## config.mk

```make
export PLATFORM = sky130hd
export DESIGN_NAME = param_accum_processor
export DESIGN_NICKNAME = d
export VERILOG_FILES = /design/src/rtl/param_accum_processor.sv
export SDC_FILE = /design/constraint.sdc
export NUM_CORES = 1
export LEC_CHECK = 0
export CORE_MARGIN = 3
export CORE_UTILIZATION = 35
export CTS_CLUSTER_SIZE = 24
export DETAILED_ROUTE_END_ITERATION = 6
export PLACE_DENSITY = 0.58
export SLEW_MARGIN = 20
export SYNTH_ARGS = -nofsm -noshare
export SYNTH_HDL_FRONTEND = slang
export SYNTH_SLANG_ARGS = --single-unit
export TNS_END_PERCENT = 5
```

## constraint.sdc

```tcl
create_clock -name clock -period 4 [get_ports clock]
set_input_delay 0.6 -clock clock [delete_from_list [all_inputs] [get_ports clock]]
set_output_delay 0.6 -clock clock [all_outputs]
set_load 0.02 [all_outputs]
```

## src/rtl/param_accum_processor.sv

```systemverilog
`default_nettype none
// ============================================================================
//  Module      : param_accum_processor
//  Description : Accumulator processor with an 8-opcode ISA. The control FSM,
//                datapath and a unified program/data RAM are all in this one
//                block. The RAM is loaded through a program port while the
//                core is held in reset.
//  Revision    : 1.0  initial release
// ----------------------------------------------------------------------------
//  Parameters
//    DATA_W    accumulator / memory word / dataIn / dataOut width
//              (must be >= ADDR_W+3)
//    ADDR_W    address width; memory depth = 2**ADDR_W words
//  Ports
//    clock     in   1       rising-edge clock
//    reset     in   1       synchronous, active-low reset
//    dataIn    in   DATA_W  operand for IN
//    enter     in   1       IN handshake level; its rising edge completes IN
//    prog_we   in   1       program-load write strobe (only while reset==0)
//    prog_addr in   ADDR_W  program-load address
//    prog_data in   DATA_W  program-load data
//    dataOut   out  DATA_W  accumulator A
//    Halt      out  1       high once HALT has executed
//    IR        out  3       opcode of the current instruction
//    pc        out  ADDR_W  program counter
//    in_wait   out  1       high while an IN waits for an enter edge
//    ovf       out  1       sticky signed overflow of ADD/SUB
//                           (only when PARAM_ACCUM_OVF_EN is defined)
//  Configuration macro
//    PARAM_ACCUM_OVF_EN     adds the ovf port and its overflow logic
//  Instruction word: opcode = bits[DATA_W-1:DATA_W-3], addr = bits[ADDR_W-1:0]
// ============================================================================
module param_accum_processor #(
    parameter int DATA_W = 8,
    parameter int ADDR_W = 5
) (
    input  logic              clock,
    input  logic              reset,
    input  logic [DATA_W-1:0] dataIn,
    input  logic              enter,
    input  logic              prog_we,
    input  logic [ADDR_W-1:0] prog_addr,
    input  logic [DATA_W-1:0] prog_data,
    output logic [DATA_W-1:0] dataOut,
    output logic              Halt,
    output logic [2:0]        IR,
    output logic [ADDR_W-1:0] pc,
    output logic              in_wait
`ifdef PARAM_ACCUM_OVF_EN
    ,
    output logic              ovf
`endif
);

    localparam int DEPTH = 1 << ADDR_W;

    localparam logic [1:0] ST_FETCH  = 2'd0;
    localparam logic [1:0] ST_DECODE = 2'd1;
    localparam logic [1:0] ST_EXEC   = 2'd2;
    localparam logic [1:0] ST_HALT   = 2'd3;

    localparam logic [2:0] OP_LOAD  = 3'b000;
    localparam logic [2:0] OP_STORE = 3'b001;
    localparam logic [2:0] OP_ADD   = 3'b010;
    localparam logic [2:0] OP_SUB   = 3'b011;
    localparam logic [2:0] OP_IN    = 3'b100;
    localparam logic [2:0] OP_JZ    = 3'b101;
    localparam logic [2:0] OP_JPOS  = 3'b110;
    localparam logic [2:0] OP_HALT  = 3'b111;

    logic [DATA_W-1:0] mem [0:DEPTH-1];

    logic [1:0]        state;
    logic [DATA_W-1:0] acc;
    logic [ADDR_W-1:0] pc_r;
    logic [2:0]        fetched_op;    // opcode captured at FETCH
    logic [ADDR_W-1:0] fetched_addr;  // operand address captured at FETCH
    logic [2:0]        ir_op;         // opcode visible on IR from DECODE on
    logic [ADDR_W-1:0] opnd_addr;     // operand address used in EXEC
    logic              halt_r;
    logic              enter_q;

    logic [DATA_W-1:0] operand;
    logic [DATA_W-1:0] sum;
    logic [DATA_W-1:0] diff;
    logic              enter_rise;
    logic              in_exec;

    // Asynchronous memory read for the operand
    assign operand    = mem[opnd_addr];
    assign sum        = acc + operand;
    assign diff       = acc - operand;
    assign enter_rise = enter & ~enter_q;
    assign in_exec    = (state == ST_EXEC) && (ir_op == OP_IN);

    assign dataOut = acc;
    assign Halt    = halt_r;
    assign IR      = ir_op;
    assign pc      = pc_r;
    // Drops in the same cycle the accepted edge is present
    assign in_wait = in_exec && !enter_rise;

    // ------------------------------------------------------------------
    // Memory write port. The program port owns the RAM while the core is
    // in reset; STORE owns it otherwise. A reset in the cycle a STORE
    // would execute aborts the write. Contents are never cleared.
    // ------------------------------------------------------------------
    always_ff @(posedge clock) begin
        if (!reset) begin
            if (prog_we) begin
                mem[prog_addr] <= prog_data;
            end
        end else if ((state == ST_EXEC) && (ir_op == OP_STORE)) begin
            mem[opnd_addr] <= acc;
        end
    end

    // ------------------------------------------------------------------
    // Control FSM and datapath
    // ------------------------------------------------------------------
    always_ff @(posedge clock) begin
        if (!reset) begin
            state        <= ST_FETCH;
            acc          <= '0;
            pc_r         <= '0;
            fetched_op   <= '0;
            fetched_addr <= '0;
            ir_op        <= '0;
            opnd_addr    <= '0;
            halt_r       <= 1'b0;
            enter_q      <= 1'b0;
        end else begin
            enter_q <= enter;
            case (state)
                ST_FETCH: begin
                    fetched_op   <= mem[pc_r][DATA_W-1 -: 3];
                    fetched_addr <= mem[pc_r][ADDR_W-1:0];
                    pc_r         <= pc_r + ADDR_W'(1);  // natural wrap
                    state        <= ST_DECODE;
                end
                ST_DECODE: begin
                    ir_op     <= fetched_op;
                    opnd_addr <= fetched_addr;
                    state     <= ST_EXEC;
                end
                ST_EXEC: begin
                    state <= ST_FETCH;
                    case (ir_op)
                        OP_LOAD: acc <= operand;
                        OP_ADD:  acc <= sum;
                        OP_SUB:  acc <= diff;
                        OP_IN: begin
                            if (enter_rise) begin
                                acc <= dataIn;
                            end else begin
                                state <= ST_EXEC;
                            end
                        end
                        OP_JZ: begin
                            if (acc == '0) begin
                                pc_r <= opnd_addr;
                            end
                        end
                        OP_JPOS: begin
                            // Strictly positive as a signed value
                            if (!acc[DATA_W-1] && (acc != '0)) begin
                                pc_r <= opnd_addr;
                            end
                        end
                        OP_HALT: begin
                            halt_r <= 1'b1;
                            state  <= ST_HALT;
                        end
                        default: ;  // STORE handled by the memory write port
                    endcase
                end
                ST_HALT: ;  // absorbing until reset
                default: state <= ST_FETCH;
            endcase
        end
    end

`ifdef PARAM_ACCUM_OVF_EN
    // ------------------------------------------------------------------
    // Sticky signed overflow: operands of equal sign (ADD) or differing
    // sign (SUB) producing a result whose sign differs from A.
    // ------------------------------------------------------------------
    logic ovf_r;
    logic add_ovf;
    logic sub_ovf;

    assign add_ovf = (acc[DATA_W-1] == operand[DATA_W-1]) &&
                     (sum[DATA_W-1] != acc[DATA_W-1]);
    assign sub_ovf = (acc[DATA_W-1] != operand[DATA_W-1]) &&
                     (diff[DATA_W-1] != acc[DATA_W-1]);

    always_ff @(posedge clock) begin
        if (!reset) begin
            ovf_r <= 1'b0;
        end else if (state == ST_EXEC) begin
            if (((ir_op == OP_ADD) && add_ovf) || ((ir_op == OP_SUB) && sub_ovf)) begin
                ovf_r <= 1'b1;
            end
        end
    end

    assign ovf = ovf_r;
`endif

endmodule
`default_nettype wire

```

==> impl_metrics.env <==
export IMPL_critical_path_class="reg2reg"
export IMPL_clockBufferDepth=3
export IMPL_p_leak_nw=5.59
export IMPL_dp_cells=1500
export IMPL_grt_start_max_net_pins=33
export IMPL_p_comb_share_pct=18.8
export IMPL_fmax_mhz=244
export IMPL_critPathMaxFanout=6
export IMPL_clk_transition_reported_paths_ns=0.07
export IMPL_worstReg2RegEnd="dataOut[7]$_SDFFE_PN0P_"
export IMPL_dieArea_um2=43600
export IMPL_period_needed_ns=4.10
export IMPL_clock_latency_ns=0.57
export IMPL_drt_antenna_violating_nets=0
export IMPL_core_area_um2=40200
export IMPL_rsz0062_at_grt="true"
export IMPL_io_buffers=42
export IMPL_drt_total_wl_um=41100
export IMPL_overflow=0
export IMPL_power_density_nw_per_um2=443
export IMPL_hold_class="reg2reg"
export IMPL_syn_num_nets=908
export IMPL_cap_violations=0
export IMPL_cts_max_level=1
export IMPL_core_rowCount=73
export IMPL_critPathMaxStageDelay_ns=0.55
export IMPL_ys_flop_type="edfxtp_1"
export IMPL_syn_cell_area_um2=14400
export IMPL_intPower_mw=5.67
export IMPL_drtIter0Drc=988
export IMPL_ys_ff_latch=294
export IMPL_hold_start="Halt$_SDFFE_PN0P_"
export IMPL_fin_crit_sh_pct=103
export IMPL_final_max_slew_viol_count=0
export IMPL_track_usage_pct=18.5
export IMPL_hold_slack_ns=0.473
export IMPL_required_ns=4.52
export IMPL_async_flop_share_pct=0
export IMPL_clock_sinks=294
export IMPL_dp_hpwl_um=28300
export IMPL_cts_tree="built"
export IMPL_final_instance_count_excl_fill=1563
export IMPL_syn_inst=869
export IMPL_ff_latch_area_um2=8460
export IMPL_status="finished with violations"
export IMPL_netSwitchingPower_mw=1.97
export IMPL_slew_headroom_pct=26.5
export IMPL_yosysMostFrequentCell="edfxtp_1"
export IMPL_setup_viol=1
export IMPL_p_clk_share_pct=35.8
export IMPL_drt_pre_antenna_iters=5
export IMPL_hold_viol=0
export IMPL_worst_r2r_cell_count=15
export IMPL_cts_made_buffers=31
export IMPL_worstMarginPinSlew_ns=1.10
export IMPL_gp_congestion=0.863
export IMPL_path_cells="buf_12, mux4_2, nor3b_1, o31ai_2, and4_4, ha_1, a21oi_2, ha_1, nor2b_1, o21ai_2, a21oi_2, o41ai_2, xor3_1, a2111oi_1, or3b_1"
export IMPL_yosysUniqueCellTypes=65
export IMPL_synth_seq_area_share_pct=58.7
export IMPL_ir_worst_vdd_uv=306
export IMPL_num_vias=8946
export IMPL_fin_ws_ns=-0.101
export IMPL_finClkSkew_ns=0.0105
export IMPL_synth_edf_count=256
export IMPL_sw_frac_of_total_pct=25.8
export IMPL_pin_count=43
export IMPL_routedWlPerCell_um=26.3
export IMPL_fp_dieH_um=209
export IMPL_synth_common_cells="256 x edfxtp_1, 120 x mux4_2, 75 x nor2_1"
export IMPL_area_delta_synth_final_pct=19.9
export IMPL_grt_pass1_vias=8822
export IMPL_synth_area_leader_cell="edfxtp_1"
export IMPL_drc=0
export IMPL_cp_endpoint="dataOut[7]$_SDFFE_PN0P_"
export IMPL_timing_critical_path_to_type="register"
export IMPL_route_detailed_vias_per_inst=5.72
export IMPL_root_buffer="clkbuf_16"
export IMPL_seq_power_share_pct=45.4
export IMPL_critPathLaunchType="register"
export IMPL_grt_pass1_wl_um=60000
export IMPL_fillCellCount=3582
export IMPL_yosysTopAreaCellShare_pct=53.4
export IMPL_multi_input_area_um2=5620
export IMPL_violations="setup timing"
export IMPL_nets=1054
export IMPL_initial_core_util_pct=35.8
export IMPL_setup_reg_to_reg_worst_slack_ns=-0.10
export IMPL_slowest_stage="mux4_2"
export IMPL_antenna_found_initial=0
export IMPL_n_antenna_cell=0
export IMPL_die_x_um=209
export IMPL_drive_gt1_share_pct=32.7
export IMPL_holdBufCountCts=0
export IMPL_yosysWarnings=0
export IMPL_synth_area_leaders="edfxtp_1 53%, mux4_2 19%, dfxtp_1 5.3%"
export IMPL_syn_avg_cell_area_um2=16.6
export IMPL_cp_data_arrival_time_ns=4.62
power by group through the flow:
| stage | Sequential (mW) | Combinational, mW | Clock [mW] |
|---|---|---|---|
| after CTS | 3.47 | 1.40 | 2.79 |
| after global routing | 3.47 | 1.53 | 2.94 |
| after floorplan | 3.48 | 0.915 | 0 |
| after global placement | 3.53 | 1.37 | 0 |
| final | 3.47 | 1.43 | 2.73 |
| after detailed placement | 3.54 | 1.38 | 0 |
state kept, by name (all words and copies together), names as in the netlist, named ones only:
register and count:
fetched_addr 5, dataOut 8, opnd_addr 5, enter_q 1
mem 256, Halt 1, IR 3, pc 5
state 2, fetched_op 3
kinds of logic (layout without fill, tap and decap cells):
group | count (synthesis) | after routing | share of synthesized area, %
flops | 294 | 294 | 58.7
simple gates | 187 | 187 | 6.51
mux | 189 | 189 | 25.1
xor+xnor | 10 | 10 | 0.713
fa+ha+maj | 14 | 14 | 1.27
buf+inv | 72 | 241 | 2.71
compound gates | 103 | 103 | 4.99
worst min path at each step:
stage	end	slack, ns	depth (start not counted)
after floorplan	fetched_addr[0]$_SDFFE_PN0N_	0.46	2
after global placement	Halt$_SDFFE_PN0P_	0.45	2
after detailed placement	Halt$_SDFFE_PN0P_	0.47	2
after CTS	Halt$_SDFFE_PN0P_	0.49	2
after global routing	fetched_addr[4]$_SDFFE_PN0N_	0.50	2
final	Halt$_SDFFE_PN0P_	0.47	2
metal layers:
layer  track usage [%]  up-vias  share of wire, %
met5                 0        -                 0
met4              4.76        0               2.4
met3              2.79       64               6.3
met2              29.6      330                48
met1              26.6     4700                43
li1                  -     3852                 -
per-stage QoR:
stage | worst slack (ns) | area (um2) | setup TNS, ns | util (%) | power [mW]
floorplan | -0.00689 | 14400 | -0.00689 | - | 4.40
global placement | -0.112 | 16100 | -0.112 | 40.2 | 4.91
detailed placement | -0.197 | 16100 | -0.197 | 40.2 | 4.91
CTS | 0.0126 | 17100 | 0 | 42.6 | 7.66
global route | -0.290 | 17200 | -0.290 | 42.9 | 7.95
finish | -0.101 | 17200 | -0.101 | 42.9 | 7.64
layout by cell type, fill, tap and decap left out, types with 10 or more instances in the layout:
| cell type | netlist | final |
|---|---|---|
| edfxtp_1 | 256 | 256 |
| mux4_2 | 120 | 122 |
| buf_4 | 4 | 117 |
| nor2_1 | 75 | 74 |
| mux2i_1 | 44 | 44 |
| clkdlybuf4s50_1 | 0 | 42 |
| dfxtp_1 | 38 | 33 |
| clkbuf_16 | 0 | 31 |
| nand2_1 | 29 | 28 |
| a22oi_1 | 17 | 16 |
| a21oi_1 | 18 | 16 |
| o21ai_0 | 19 | 16 |
| inv_1 | 13 | 13 |
| mux2_2 | 13 | 13 |
| ha_1 | 13 | 13 |
| nand3_1 | 13 | 12 |
| nand2b_1 | 11 | 11 |
| nor2b_1 | 11 | 10 |
| mux4_1 | 12 | 10 |
| a211oi_1 | 10 | 10 |
layout make-up:
| cell class | count | share of cell area (%) |
|---|---|---|
| clock buffer | 37 | 4.63 |
| tap | 525 | 3.81 |
| multi-input combinational | 503 | 32.6 |
| sequential | 294 | 49.1 |
| timing repair buffer | 171 | 8.72 |
| inverter | 14 | 0.305 |
| clock inverter | 19 | 0.878 |
timing repair:
action | in CTS | in global routing
resized for setup | 4 | 27
gates cloned | 0 | 0
pin swaps | 0 | 7
endpoints found under the setup margin | 1 | 1
setup buffers | 3 | 4
worst max-delay path: cells and delay by family, from the launching register on:
kind | cells | cell delay (ns)
mux | 1 | 0.55
compound gates | 6 | 1.32
simple gates | 4 | 0.72
buf+inv | 1 | 0.15
flops | 1 | 0.41
fa+ha+maj | 2 | 0.49
xor+xnor | 1 | 0.42
(Power assumes the default switching activity.)
